### config.mk
export PLATFORM = sky130hd
export DESIGN_NAME = fifo_key_pulser
export DESIGN_NICKNAME = d
export VERILOG_FILES = /design/src/rtl/fifo_key_pulser.sv
export SDC_FILE = /design/constraint.sdc
export NUM_CORES = 1
export LEC_CHECK = 0
export CORE_AREA = 2 2 70 72
export DETAILED_ROUTE_END_ITERATION = 10
export DIE_AREA = 0 0 72 74
export PLACE_DENSITY_LB_ADDON = 0.25
export SLEW_MARGIN = 5
export SYNTH_ARGS = -nofsm -noshare
export SYNTH_HDL_FRONTEND = slang
export SYNTH_SLANG_ARGS = --single-unit
### constraint.sdc
create_clock -name clk -period 2.9 [get_ports clk]
set_clock_uncertainty 0.15 [all_clocks]
set_input_delay 0.435 -clock clk [delete_from_list [all_inputs] [get_ports clk]]
set_output_delay 0.435 -clock clk [all_outputs]
set_load 0.01 [all_outputs]
### src/rtl/fifo_key_pulser.sv
// Push-button front end for the FIFO controller: synchronizes and debounces the
// write/read keys and issues single-cycle write/read strobes or drop pulses.

module fifo_key_pulser_deb #(
  parameter int unsigned DEBOUNCE_CYCLES = 4,
  parameter int unsigned CNT_W           = 16
) (
  input  logic clk,
  input  logic reset,
  input  logic pressed,
  output logic fire_c
);

  localparam logic [CNT_W-1:0] CNT_MAX = CNT_W'(DEBOUNCE_CYCLES - 1);

  typedef enum logic [1:0] {
    IDLE,
    DEB_PRESS,
    PRESSED,
    DEB_REL
  } state_t;

  state_t           state;
  state_t           state_nx;
  logic [CNT_W-1:0] cnt;
  logic [CNT_W-1:0] cnt_nx;

  always_ff @(posedge clk or posedge reset) begin
    if (reset) begin
      state <= IDLE;
      cnt   <= '0;
    end else begin
      state <= state_nx;
      cnt   <= cnt_nx;
    end
  end

  // fire_c is high only on the transition DEB_PRESS -> PRESSED
  always_comb begin
    state_nx = state;
    cnt_nx   = cnt;
    fire_c   = 1'b0;
    case (state)
      IDLE: begin
        if (pressed) begin
          state_nx = DEB_PRESS;
          cnt_nx   = '0;
        end
      end
      DEB_PRESS: begin
        if (!pressed) begin
          state_nx = IDLE;
        end else if (cnt == CNT_MAX) begin
          state_nx = PRESSED;
          fire_c   = 1'b1;
        end else begin
          cnt_nx = cnt + CNT_W'(1);
        end
      end
      PRESSED: begin
        if (!pressed) begin
          state_nx = DEB_REL;
          cnt_nx   = '0;
        end
      end
      DEB_REL: begin
        if (pressed) begin
          state_nx = PRESSED;
        end else if (cnt == CNT_MAX) begin
          state_nx = IDLE;
        end else begin
          cnt_nx = cnt + CNT_W'(1);
        end
      end
      default: state_nx = IDLE;
    endcase
  end

endmodule

module fifo_key_pulser #(
  parameter int unsigned WIDTH           = 4,
  parameter int unsigned DEBOUNCE_CYCLES = 4,
  parameter int unsigned CNT_W           = 16
) (
  input  logic             clk,
  input  logic             reset,
  input  logic             key_wr_n,
  input  logic             key_rd_n,
  input  logic [WIDTH-1:0] sw,
  input  logic             full,
  input  logic             empty,
  output logic             write,
  output logic             read,
  output logic [WIDTH-1:0] wr_data,
  output logic             wr_drop,
  output logic             rd_drop
);

  logic             wr_s1;
  logic             wr_s2;
  logic             rd_s1;
  logic             rd_s2;
  logic [WIDTH-1:0] sw_s1;
  logic [WIDTH-1:0] sw_s2;
  logic             wr_pressed_c;
  logic             rd_pressed_c;
  logic             wr_fire_c;
  logic             rd_fire_c;

  // Two-flop synchronizers; keys reset to the released level
  always_ff @(posedge clk or posedge reset) begin
    if (reset) begin
      wr_s1 <= 1'b1;
      wr_s2 <= 1'b1;
      rd_s1 <= 1'b1;
      rd_s2 <= 1'b1;
      sw_s1 <= '0;
      sw_s2 <= '0;
    end else begin
      wr_s1 <= key_wr_n;
      wr_s2 <= wr_s1;
      rd_s1 <= key_rd_n;
      rd_s2 <= rd_s1;
      sw_s1 <= sw;
      sw_s2 <= sw_s1;
    end
  end

  assign wr_pressed_c = ~wr_s2;
  assign rd_pressed_c = ~rd_s2;

  fifo_key_pulser_deb #(
    .DEBOUNCE_CYCLES(DEBOUNCE_CYCLES),
    .CNT_W          (CNT_W)
  ) u_deb_wr (
    .clk    (clk),
    .reset  (reset),
    .pressed(wr_pressed_c),
    .fire_c (wr_fire_c)
  );

  fifo_key_pulser_deb #(
    .DEBOUNCE_CYCLES(DEBOUNCE_CYCLES),
    .CNT_W          (CNT_W)
  ) u_deb_rd (
    .clk    (clk),
    .reset  (reset),
    .pressed(rd_pressed_c),
    .fire_c (rd_fire_c)
  );

  // A fire becomes a strobe or a drop depending on FIFO status at the same edge
  always_ff @(posedge clk or posedge reset) begin
    if (reset) begin
      write   <= 1'b0;
      read    <= 1'b0;
      wr_drop <= 1'b0;
      rd_drop <= 1'b0;
      wr_data <= '0;
    end else begin
      write   <= wr_fire_c & ~full;
      wr_drop <= wr_fire_c & full;
      read    <= rd_fire_c & ~empty;
      rd_drop <= rd_fire_c & empty;
      if (wr_fire_c && !full) begin
        wr_data <= sw_s2;
      end
    end
  end

endmodule
==> impl_metrics.xml, run 1 <==
<?xml version="1.0" encoding="UTF-8"?>
<metrics>
  <group name="outcome">
    <metric name="run_status" unit="">finished, final reports clean</metric>
  </group>
  <group name="final_layout">
    <metric name="antennaDiodeCount" unit="">0</metric>
    <metric name="fill_cells" unit="">369</metric>
    <metric name="layout.cells.non_filler" unit="">317</metric>
    <metric name="layout.cells.most_common_list" unit="">sky130_fd_sc_hd__dfrtp_1, sky130_fd_sc_hd__nand2_1, sky130_fd_sc_hd__nand3_1</metric>
    <metric name="layout-drive-gt1-share" unit="">0.110</metric>
    <metric name="layout_commonest_cell" unit="">sky130_fd_sc_hd__dfrtp_1</metric>
    <metric name="syn_to_final_growth" unit="%">13.4</metric>
    <metric name="fin_nets" unit="">274</metric>
  </group>
  <group name="die">
    <metric name="core_area" unit="mm²">0.00460</metric>
    <metric name="die_h" unit="µm">74</metric>
    <metric name="start_util" unit="">0.555</metric>
    <metric name="row_count" unit="">25</metric>
    <metric name="die_width" unit="µm">72</metric>
    <metric name="die-area" unit="mm²">0.00533</metric>
    <metric name="num_io_pins" unit="">18</metric>
  </group>
  <group name="setup_path">
    <metric name="timing.critical_path.fanout_max" unit="">7</metric>
    <metric name="path_delay_family" unit="">simple AND/OR/NAND/NOR gates</metric>
    <metric name="cp_slowest_stage_delay" unit="ps">480</metric>
    <metric name="critical_path.n_buffers_inverters" unit="">0</metric>
    <metric name="critPathLaunchType" unit="">flop</metric>
    <metric name="crit_type" unit="">reg2reg</metric>
    <metric name="worstPathRequired" unit="ps">2950</metric>
    <metric name="end_kind" unit="">flop</metric>
    <metric name="worst_ep_arrival_time" unit="ps">2470</metric>
    <metric name="critical_path.cell_chain" unit="">ha_1 &gt; nor4b_2 &gt; and4_1 &gt; nand2_4 &gt; or4_4 &gt; mux2_4</metric>
    <metric name="worst_path_max_delay_cell" unit="">sky130_fd_sc_hd__or4_4</metric>
  </group>
  <group name="logic_synthesis">
    <metric name="net_count_after_synthesis" unit="">251</metric>
    <metric name="syn_area" unit="mm²">0.00255</metric>
    <metric name="post_synth_num_cell_types" unit="">45</metric>
    <metric name="synth_edf_count" unit="">0</metric>
    <metric name="yosys_warnings" unit="">0</metric>
    <metric name="async_flop_share" unit="">1.00</metric>
    <metric name="syn_avg_cell_area" unit="µm²">10.7</metric>
    <metric name="synthesis.instances" unit="">239</metric>
    <metric name="synth_seq_cells" unit="">56</metric>
    <metric name="ys_dominant_reg_cell" unit="">sky130_fd_sc_hd__dfrtp_1</metric>
    <metric name="seq_area_frac_synth" unit="">0.552</metric>
  </group>
  <group name="placement">
    <metric name="placedCellCount" unit="">309</metric>
    <metric name="detailed_place_hpwl" unit="µm">3270</metric>
    <metric name="io_buffer_count" unit="">17</metric>
    <metric name="globalplace.congestion" unit="">0.916</metric>
    <metric name="place_worst_setup_slack" unit="ps">504</metric>
  </group>
  <group name="clock_network">
    <metric name="cts_tree" unit="">built</metric>
    <metric name="cts_buffer_depth" unit="">2</metric>
    <metric name="cts.clk_slew.worst_paths" unit="ps">100</metric>
    <metric name="cts_inserted_buffers" unit="">5</metric>
    <metric name="post-cts-setup-buffer-count" unit="">0</metric>
    <metric name="clock_tree.root_cell" unit="">sky130_fd_sc_hd__clkbuf_8</metric>
    <metric name="clk-insertion-delay-late" unit="ps">310</metric>
    <metric name="clock-sinks" unit="">56</metric>
    <metric name="cts_htree_levels" unit="">2</metric>
    <metric name="cts.hold.buffers_added" unit="">0</metric>
    <metric name="count_of_cells_resized_by_post_cts_repair" unit="">0</metric>
  </group>
  <group name="sta">
    <metric name="fin_worst_hold_slack" unit="ps">208</metric>
    <metric name="post-route-min-period" unit="ps">2420</metric>
    <metric name="final.setup.worst_slack" unit="ps">480</metric>
    <metric name="timing_max_transition_violations_final" unit="">0</metric>
    <metric name="final_min_period_over_clock_period" unit="">0.834</metric>
    <metric name="setup_repair_after_global_routing_missed_its_margin" unit="">false</metric>
    <metric name="hold_viol_final" unit="">0</metric>
    <metric name="max_slew_margin" unit="">0.594</metric>
    <metric name="final-setup-viol-count" unit="">0</metric>
    <metric name="fmaxAchievable" unit="MHz">413</metric>
    <metric name="timing.setup.tns" unit="ps">0</metric>
    <metric name="tightest_slew" unit="ps">605</metric>
  </group>
  <group name="detailed_routing">
    <metric name="antenna_violating_nets_post_route" unit="">0</metric>
    <metric name="routed_wirelength" unit="µm">4570</metric>
    <metric name="num_vias" unit="">1868</metric>
    <metric name="top_signal_layer_used" unit="">met4</metric>
    <metric name="detail_route.drc_violations" unit="">0</metric>
    <metric name="wl_met2" unit="µm">2160</metric>
    <metric name="via_per_inst" unit="">5.89</metric>
    <metric name="detail_route.wirelength.met1" unit="µm">2190</metric>
    <metric name="firstDrtPassIters" unit="">4</metric>
    <metric name="route.detailed.wl_per_inst" unit="µm">14.4</metric>
    <metric name="detailedRoute.firstIterationViolations" unit="">222</metric>
    <metric name="detailroute.wirelength.met3" unit="µm">143</metric>
  </group>
  <group name="power_and_ir_drop">
    <metric name="total_leakage_power" unit="nW">1.27</metric>
    <metric name="power_density" unit="mW/mm²">689</metric>
    <metric name="power.total" unit="mW">1.99</metric>
    <metric name="irDropWorstVdd" unit="V">0.000376</metric>
  </group>
  <group name="global_route">
    <metric name="grt_first_pass_wirelength" unit="µm">8100</metric>
    <metric name="grt_pass1_vias" unit="">1799</metric>
    <metric name="pin_count_of_the_biggest_net_entering_global_routing" unit="">32</metric>
    <metric name="grt_overflow" unit="">0</metric>
    <metric name="total_routing_resource_utilization_after_global_routing" unit="">0.196</metric>
    <metric name="antenna_found_initial" unit="">0</metric>
  </group>
  <group name="hold_path">
    <metric name="worst_hold_path_type" unit="">reg2reg</metric>
  </group>
  <group name="flow_run">
    <metric name="drv.max_cap_violation_count" unit="">0</metric>
  </group>
</metrics>
-- worst reg2reg max path, delay by kind of cell, from the launching register on --
family / cells / cell delay (ps)
fa+ha+maj: 1 / 220
flops: 1 / 410
simple gates: 4 / 1220
mux: 1 / 320
-- report_power, final --
| group | total, mW | leakage (nW) | internal, mW | switching [mW] |
|---|---|---|---|---|
| sequential | 0.988 | 0.737 | 0.879 | 0.109 |
| clock | 0.433 | 0.0463 | 0.178 | 0.256 |
| combinational | 0.573 | 0.489 | 0.243 | 0.330 |
-- layer usage --
layer | up-vias | global-route usage
met3 | 7 | 0.0366
met1 | 889 | 0.271
met4 | 0 | 0.0860
li1 | 933 | -
met5 | - | 0
met2 | 39 | 0.306
-- synthesized netlist by cell type (3+ instances only) --
library cell,number,share of area
sky130_fd_sc_hd__mux2_4,4,0.024
sky130_fd_sc_hd__dfrtp_1,52,0.51
sky130_fd_sc_hd__or3_1,5,0.012
sky130_fd_sc_hd__nor2_1,11,0.016
sky130_fd_sc_hd__nand4_1,6,0.015
sky130_fd_sc_hd__nor4b_1,3,0.010
sky130_fd_sc_hd__o31ai_1,3,0.0088
sky130_fd_sc_hd__a211o_1,3,0.010
sky130_fd_sc_hd__inv_1,13,0.019
sky130_fd_sc_hd__a21oi_1,8,0.016
sky130_fd_sc_hd__dfstp_2,4,0.041
sky130_fd_sc_hd__a31oi_1,4,0.0098
sky130_fd_sc_hd__xor2_1,6,0.021
sky130_fd_sc_hd__o221ai_1,4,0.014
sky130_fd_sc_hd__nor4_1,5,0.012
sky130_fd_sc_hd__or4_1,3,0.0088
sky130_fd_sc_hd__and3_1,7,0.017
sky130_fd_sc_hd__o21ai_0,16,0.031
sky130_fd_sc_hd__nand3_1,18,0.035
sky130_fd_sc_hd__nand2_1,19,0.028
sky130_fd_sc_hd__nor3_1,10,0.020
sky130_fd_sc_hd__clkbuf_1,3,0.0044
-- path summary, 6_finish.rpt --
| path | startpoint | endpoint | slack [ps] | depth (start not counted) |
|---|---|---|---|---|
| setup / recovery | u_deb_wr.cnt[0] | wr_data[0] | 480 | 6 |
| hold / removal | sw_s1[2] | sw_s2[2] | 210 | 0 |
| setup reg to reg | u_deb_wr.cnt[0] | wr_data[0] | 480 | 6 |
| hold reg to reg | sw_s1[2] | sw_s2[2] | 210 | 0 |
| max in group asynchronous | reset | rd_s1 | 1650 | 3 |
| min in group asynchronous | reset | sw_s2[1] | 330 | 2 |
-- area by class of cell --
type	count	area (µm²)	area share
clock buffers	5	68.8	0.0238
well taps	54	67.6	0.0234
clock inverters	3	27.5	0.00952
inverters	13	48.8	0.0169
repair buffers	21	213	0.0735
flip-flops and latches	56	1410	0.486
multi-input cells	165	1060	0.367
-- through the flow --
step,cell area [µm²],utilization
finish,2890,0.629
global route,2890,0.629
CTS,2890,0.629
detailed placement,2800,0.608
global placement,2800,0.608
floorplan,2550,-
-- flip-flops by register name, summed over array words and instances (netlist names), named ones only --
register,flops
rd_s1,1
rd_drop,1
u_deb_rd.state,1
u_deb_rd.cnt,16
u_deb_wr.state,1
rd_s2,1
wr_drop,1
sw_s1,4
wr_data,4
wr_s2,1
write,1
sw_s2,4
wr_s1,1
read,1
u_deb_wr.cnt,16
-- cells by family after synthesis --
logic type / count (synthesis) / share of synthesized area
compound gates: 51 / 0.132
xor+xnor: 8 / 0.0275
fa+ha+maj: 2 / 0.00981
buf+inv: 18 / 0.0324
flops: 56 / 0.552
mux: 6 / 0.0319
simple gates: 98 / 0.215
Note: power is estimated with default switching activity, not from simulation.
==> run 2: changes to the inputs <==
- CORE_AREA: 2 2 70 72 -> 2 2 74 76
- DIE_AREA: 0 0 72 74 -> 0 0 76 78
- clock period: 2.9 -> 2.15 ns (I/O delays scaled with it)
==> impl_metrics.xml, run 2 (synthesis results as in run 1) <==
<?xml version="1.0" encoding="UTF-8"?>
<metrics>
  <group name="setup_path">
    <metric name="cp_slowest_stage_delay" unit="ps">480</metric>
    <metric name="worst_ep_arrival_time" unit="ps">2210</metric>
    <metric name="crit_type" unit="">reg2reg</metric>
    <metric name="worstPathRequired" unit="ps">2200</metric>
    <metric name="critPathLaunchType" unit="">flop</metric>
    <metric name="r2r_setup_slack" unit="ps">-9</metric>
    <metric name="timing.critical_path.fanout_max" unit="">5</metric>
    <metric name="critical_path.cell_chain" unit="">nor4_2 &gt; and4_4 &gt; nand2_4 &gt; or4_4 &gt; mux2_4</metric>
    <metric name="worst_path_max_delay_cell" unit="">sky130_fd_sc_hd__or4_4</metric>
    <metric name="end_kind" unit="">flop</metric>
  </group>
  <group name="detailed_routing">
    <metric name="num_vias" unit="">2063</metric>
    <metric name="detailedRoute.firstIterationViolations" unit="">148</metric>
    <metric name="firstDrtPassIters" unit="">4</metric>
    <metric name="routed_wirelength" unit="µm">5260</metric>
    <metric name="detail_route.drc_violations" unit="">0</metric>
    <metric name="via_per_inst" unit="">5.64</metric>
    <metric name="antenna_violating_nets_post_route" unit="">0</metric>
    <metric name="route.detailed.wl_per_inst" unit="µm">14.4</metric>
  </group>
  <group name="global_route">
    <metric name="grt_first_pass_wirelength" unit="µm">9250</metric>
    <metric name="antenna_found_initial" unit="">0</metric>
    <metric name="pin_count_of_the_biggest_net_entering_global_routing" unit="">23</metric>
    <metric name="grt_overflow" unit="">0</metric>
    <metric name="grt_pass1_vias" unit="">2020</metric>
    <metric name="total_routing_resource_utilization_after_global_routing" unit="">0.196</metric>
  </group>
  <group name="sta">
    <metric name="final.setup.worst_slack" unit="ps">-8.90</metric>
    <metric name="final-setup-viol-count" unit="">3</metric>
    <metric name="final_min_period_over_clock_period" unit="">1.00</metric>
    <metric name="fmaxAchievable" unit="MHz">463</metric>
    <metric name="timing_max_transition_violations_final" unit="">0</metric>
    <metric name="max_slew_margin" unit="">0.734</metric>
    <metric name="setup_repair_after_global_routing_missed_its_margin" unit="">true</metric>
    <metric name="hold_viol_final" unit="">0</metric>
    <metric name="post-route-min-period" unit="ps">2160</metric>
    <metric name="tightest_slew" unit="ps">397</metric>
  </group>
  <group name="outcome">
    <metric name="failed_checks" unit="">negative setup slack</metric>
    <metric name="run_status" unit="">finished with violations</metric>
  </group>
  <group name="placement">
    <metric name="detailed_place_hpwl" unit="µm">3960</metric>
    <metric name="io_buffer_count" unit="">17</metric>
    <metric name="globalplace.congestion" unit="">0.877</metric>
    <metric name="post_dp_cell_area" unit="mm²">0.00308</metric>
  </group>
  <group name="power_and_ir_drop">
    <metric name="internal_power" unit="mW">2.05</metric>
    <metric name="power_density" unit="mW/mm²">955</metric>
    <metric name="irDropWorstVdd" unit="V">0.000606</metric>
    <metric name="clockPowerShare" unit="">0.234</metric>
    <metric name="power.share.sequential" unit="">0.433</metric>
    <metric name="power.share.combinational" unit="">0.333</metric>
    <metric name="power.switching_fraction" unit="">0.331</metric>
    <metric name="total_switching_power" unit="mW">1.01</metric>
    <metric name="total_leakage_power" unit="nW">1.45</metric>
  </group>
  <group name="die">
    <metric name="core_area" unit="mm²">0.00504</metric>
    <metric name="row_count" unit="">26</metric>
    <metric name="num_io_pins" unit="">18</metric>
    <metric name="die_h" unit="µm">78</metric>
    <metric name="die_width" unit="µm">76</metric>
    <metric name="start_util" unit="">0.506</metric>
    <metric name="die-area" unit="mm²">0.00593</metric>
  </group>
  <group name="clock_network">
    <metric name="cts.clk_slew.worst_paths" unit="ps">100</metric>
    <metric name="cts_tree" unit="">built</metric>
    <metric name="clk-insertion-delay-late" unit="ps">310</metric>
    <metric name="cts_inserted_buffers" unit="">5</metric>
    <metric name="clock-sinks" unit="">56</metric>
    <metric name="cts_htree_levels" unit="">2</metric>
    <metric name="cts.hold.buffers_added" unit="">0</metric>
    <metric name="cts_buffer_depth" unit="">2</metric>
    <metric name="clock_tree.root_cell" unit="">sky130_fd_sc_hd__clkbuf_8</metric>
  </group>
  <group name="final_layout">
    <metric name="antennaDiodeCount" unit="">0</metric>
    <metric name="layout-drive-gt1-share" unit="">0.226</metric>
    <metric name="layout_commonest_cell" unit="">sky130_fd_sc_hd__dfrtp_1</metric>
    <metric name="syn_to_final_growth" unit="%">25.8</metric>
    <metric name="layout.cells.most_common_list" unit="">sky130_fd_sc_hd__dfrtp_1, sky130_fd_sc_hd__buf_4, sky130_fd_sc_hd__nand2_1</metric>
    <metric name="final_area" unit="mm²">0.00321</metric>
    <metric name="utilization" unit="">0.636</metric>
    <metric name="fin_nets" unit="">307</metric>
    <metric name="fill_cells" unit="">417</metric>
    <metric name="largest_registers_in_the_final_layout" unit="">u_deb_rd.cnt (16), u_deb_wr.cnt (16)</metric>
  </group>
  <group name="hold_path">
    <metric name="worst_hold_path_type" unit="">in2async</metric>
  </group>
  <group name="flow_run">
    <metric name="drv.max_cap_violation_count" unit="">0</metric>
  </group>
</metrics>
==> run 2: worst paths after layout <==
kind	startpoint	to	cells after the start
min in group clk	sw_s1[0]	sw_s2[0]	0
setup reg to reg	u_deb_wr.cnt[15]	wr_data[3]	5
max in group asynchronous	reset	wr_s1	3
hold / removal	reset	write	2
hold reg to reg	sw_s1[0]	sw_s2[0]	0
setup / recovery	u_deb_wr.cnt[15]	wr_data[3]	5
==> run 2: critical path: cells and delay by family (launching register included) <==
family | cells | cell delay [ps]
AND/OR/NAND/NOR | 4 | 1170
multiplexers | 1 | 320
flip-flops | 1 | 410
==> run 2: metal layers <==
metal  track usage  wire length, µm  vias up  part of all wire
met2         0.348             2730       46              0.52
met3        0.0407              179        6             0.034
met5             0                0        -                 0
met1         0.239             2290     1011              0.43
met4        0.0655               59        0             0.011
li1              -                -     1000                 -
==> run 2: power groups by stage <==
| stage | combinational (mW) | clock [mW] | sequential, mW |
|---|---|---|---|
| floorplan | 0.518 | 0 | 1.34 |
| global placement | 0.988 | 0 | 1.34 |
| detailed placement | 1.01 | 0 | 1.35 |
| CTS | 1.02 | 0.738 | 1.32 |
| global route | 1.12 | 0.787 | 1.35 |
| finish | 1.02 | 0.718 | 1.33 |
==> run 2: final cells by class <==
class | instances | area, µm² | share of cell area
clock inverter | 3 | 50.0 | 0.0156
multi-input combinational | 165 | 1080 | 0.338
sequential | 56 | 1410 | 0.439
inverter | 13 | 48.8 | 0.0152
tap | 70 | 87.6 | 0.0273
timing repair buffer | 54 | 460 | 0.144
clock buffer | 5 | 68.8 | 0.0215
==> run 2: repair_timing <==
item,4_1_cts,5_1_grt
resized for setup,2,2
endpoints found under the hold margin,0,0
setup buffers,0,0
setup endpoints to repair,5,6
cloned,0,0
==> run 2: metrics by stage <==
stage | cells | TNS [ps] | hold WS [ps] | setup WS (ps) | power, mW
finish | 366 | -14.0 | 114 | -8.90 | 3.06
floorplan | 239 | -439 | 177 | -110 | 1.86
global placement | 358 | 0 | 183 | 31.6 | 2.33
CTS | 366 | -2.21 | 108 | -2.21 | 3.09
detailed placement | 358 | 0 | 185 | 0.741 | 2.36
global route | 366 | -285 | 126 | -64.4 | 3.26
==> run 3: changes to the inputs <==
- SETUP_SLACK_MARGIN: default -> 0.3
==> impl_metrics.xml, run 3 (synthesis results as in run 1) <==
<?xml version="1.0" encoding="UTF-8"?>
<metrics>
  <group name="final_layout">
    <metric name="layout_commonest_cell" unit="">sky130_fd_sc_hd__dfrtp_1</metric>
    <metric name="utilization" unit="">0.723</metric>
    <metric name="largest_registers_in_the_final_layout" unit="">u_deb_rd.cnt (16), u_deb_wr.cnt (16)</metric>
    <metric name="layout.cells.most_common_list" unit="">sky130_fd_sc_hd__dfrtp_1, sky130_fd_sc_hd__buf_4, sky130_fd_sc_hd__clkdlybuf4s50_1</metric>
    <metric name="antennaDiodeCount" unit="">0</metric>
    <metric name="fin_nets" unit="">325</metric>
    <metric name="layout.cells.non_filler" unit="">384</metric>
    <metric name="final_area" unit="mm²">0.00365</metric>
    <metric name="syn_to_final_growth" unit="%">43.0</metric>
    <metric name="layout-drive-gt1-share" unit="">0.398</metric>
  </group>
  <group name="detailed_routing">
    <metric name="antenna_violating_nets_post_route" unit="">0</metric>
    <metric name="routed_wirelength" unit="µm">6340</metric>
    <metric name="detail_route.drc_violations" unit="">0</metric>
    <metric name="detailedRoute.firstIterationViolations" unit="">126</metric>
    <metric name="firstDrtPassIters" unit="">5</metric>
    <metric name="route.detailed.wl_per_inst" unit="µm">16.5</metric>
    <metric name="num_vias" unit="">2222</metric>
    <metric name="via_per_inst" unit="">5.79</metric>
  </group>
  <group name="clock_network">
    <metric name="clock_tree.root_cell" unit="">sky130_fd_sc_hd__clkbuf_8</metric>
    <metric name="clock-sinks" unit="">56</metric>
    <metric name="clk-insertion-delay-late" unit="ps">320</metric>
    <metric name="cts.clk_slew.worst_paths" unit="ps">100</metric>
    <metric name="cts_htree_levels" unit="">2</metric>
    <metric name="cts_buffer_depth" unit="">2</metric>
    <metric name="cts.hold.buffers_added" unit="">0</metric>
    <metric name="cts_tree" unit="">built</metric>
    <metric name="cts_inserted_buffers" unit="">5</metric>
  </group>
  <group name="global_route">
    <metric name="total_routing_resource_utilization_after_global_routing" unit="">0.207</metric>
    <metric name="grt_first_pass_wirelength" unit="µm">9830</metric>
    <metric name="antenna_found_initial" unit="">0</metric>
    <metric name="grt_overflow" unit="">0</metric>
    <metric name="grt_pass1_vias" unit="">2093</metric>
    <metric name="pin_count_of_the_biggest_net_entering_global_routing" unit="">38</metric>
  </group>
  <group name="sta">
    <metric name="setup_repair_after_global_routing_missed_its_margin" unit="">true</metric>
    <metric name="final-setup-viol-count" unit="">1</metric>
    <metric name="timing_max_transition_violations_final" unit="">0</metric>
    <metric name="timing.setup.tns" unit="ps">-0.629</metric>
    <metric name="fin_worst_hold_slack" unit="ps">83.1</metric>
    <metric name="post-route-min-period" unit="ps">2150</metric>
    <metric name="final_min_period_over_clock_period" unit="">1.00</metric>
    <metric name="tightest_slew" unit="ps">360</metric>
    <metric name="final.setup.worst_slack" unit="ps">-0.629</metric>
    <metric name="hold_viol_final" unit="">0</metric>
    <metric name="fmaxAchievable" unit="MHz">465</metric>
    <metric name="max_slew_margin" unit="">0.759</metric>
  </group>
  <group name="setup_path">
    <metric name="critical_path.n_buffers_inverters" unit="">0</metric>
    <metric name="crit_type" unit="">reg2reg</metric>
    <metric name="timing.critical_path.fanout_max" unit="">5</metric>
    <metric name="worst_ep_arrival_time" unit="ps">2210</metric>
    <metric name="end_kind" unit="">flop</metric>
    <metric name="critPathLaunchType" unit="">flop</metric>
    <metric name="path_delay_family" unit="">simple AND/OR/NAND/NOR gates</metric>
    <metric name="critical_path.cell_chain" unit="">nor4_2 &gt; and4_4 &gt; nand2_4 &gt; or4_4 &gt; mux2_4</metric>
    <metric name="worstPathRequired" unit="ps">2210</metric>
    <metric name="cp_slowest_stage_delay" unit="ps">480</metric>
    <metric name="worst_path_max_delay_cell" unit="">sky130_fd_sc_hd__or4_4</metric>
  </group>
  <group name="die">
    <metric name="start_util" unit="">0.506</metric>
    <metric name="die_h" unit="µm">78</metric>
    <metric name="die_width" unit="µm">76</metric>
    <metric name="core_area" unit="mm²">0.00504</metric>
    <metric name="row_count" unit="">26</metric>
    <metric name="die-area" unit="mm²">0.00593</metric>
    <metric name="num_io_pins" unit="">18</metric>
  </group>
  <group name="placement">
    <metric name="post_dp_cell_area" unit="mm²">0.00306</metric>
    <metric name="placedCellCount" unit="">354</metric>
    <metric name="place_worst_setup_slack" unit="ps">-12.2</metric>
    <metric name="globalplace.congestion" unit="">0.830</metric>
    <metric name="io_buffer_count" unit="">17</metric>
    <metric name="detailed_place_hpwl" unit="µm">3830</metric>
  </group>
  <group name="power_and_ir_drop">
    <metric name="total_leakage_power" unit="nW">1.60</metric>
    <metric name="power_density" unit="mW/mm²">942</metric>
    <metric name="irDropWorstVdd" unit="V">0.000446</metric>
    <metric name="power.total" unit="mW">3.44</metric>
  </group>
  <group name="flow_run">
    <metric name="drv.max_cap_violation_count" unit="">0</metric>
  </group>
  <group name="outcome">
    <metric name="failed_checks" unit="">negative setup slack</metric>
    <metric name="run_status" unit="">finished with violations</metric>
  </group>
  <group name="hold_path">
    <metric name="worst_hold_path_type" unit="">in2async</metric>
  </group>
</metrics>
run 3: cell types whose count changed in the layout (fill, tap and decap cells not counted), sizes merged:
cell	change
buf	+18
inv	-2
clkinv	+2
run 3: layout make-up:
cell class / instances / area, µm²
Clock inverter: 3 / 47.5
Tap cell: 70 / 87.6
Clock buffer: 5 / 68.8
Multi-Input combinational cell: 165 / 1340
Timing Repair Buffer: 72 / 644
Sequential cell: 56 / 1410
Fill cell: 354 / 1400
Inverter: 13 / 48.8
run 3: what timing repair did:
item / 4_1_cts / 5_1_grt
setup endpoints to repair: 29 / 34
pin swaps: 7 / 23
gates resized for setup: 34 / 46
cloned: 0 / 0
endpoints found under the hold margin: 0 / 0
setup buffers: 12 / 10
run 3: path summary, 6_finish.rpt:
| path | slack [ps] | cells past startpoint | from | to |
|---|---|---|---|---|
| hold / removal | 80 | 2 | reset | wr_data[3] |
| min in group clk | 210 | 0 | sw_s1[3] | sw_s2[3] |
| setup reg to reg | -0.6 | 5 | u_deb_wr.cnt[15] | wr_data[3] |
| max in group asynchronous | 1250 | 3 | reset | rd_s2 |
| setup / recovery | -0.6 | 5 | u_deb_wr.cnt[15] | wr_data[3] |
| hold reg to reg | 210 | 0 | sw_s1[3] | sw_s2[3] |
run 3: per-layer routing:
| layer | GRT usage | vias up | part of all wire |
|---|---|---|---|
| li1 | - | 1035 | - |
| met1 | 0.292 | 1119 | 0.46 |
| met2 | 0.318 | 63 | 0.48 |
| met3 | 0.0407 | 5 | 0.046 |
| met4 | 0.0782 | 0 | 0.0095 |
| met5 | 0 | - | 0 |
run 3: power by group:
part / switching (mW) / total, mW / internal (mW)
clock: 0.361 / 0.713 / 0.351
combinational: 0.671 / 1.36 / 0.694
sequential: 0.172 / 1.36 / 1.19
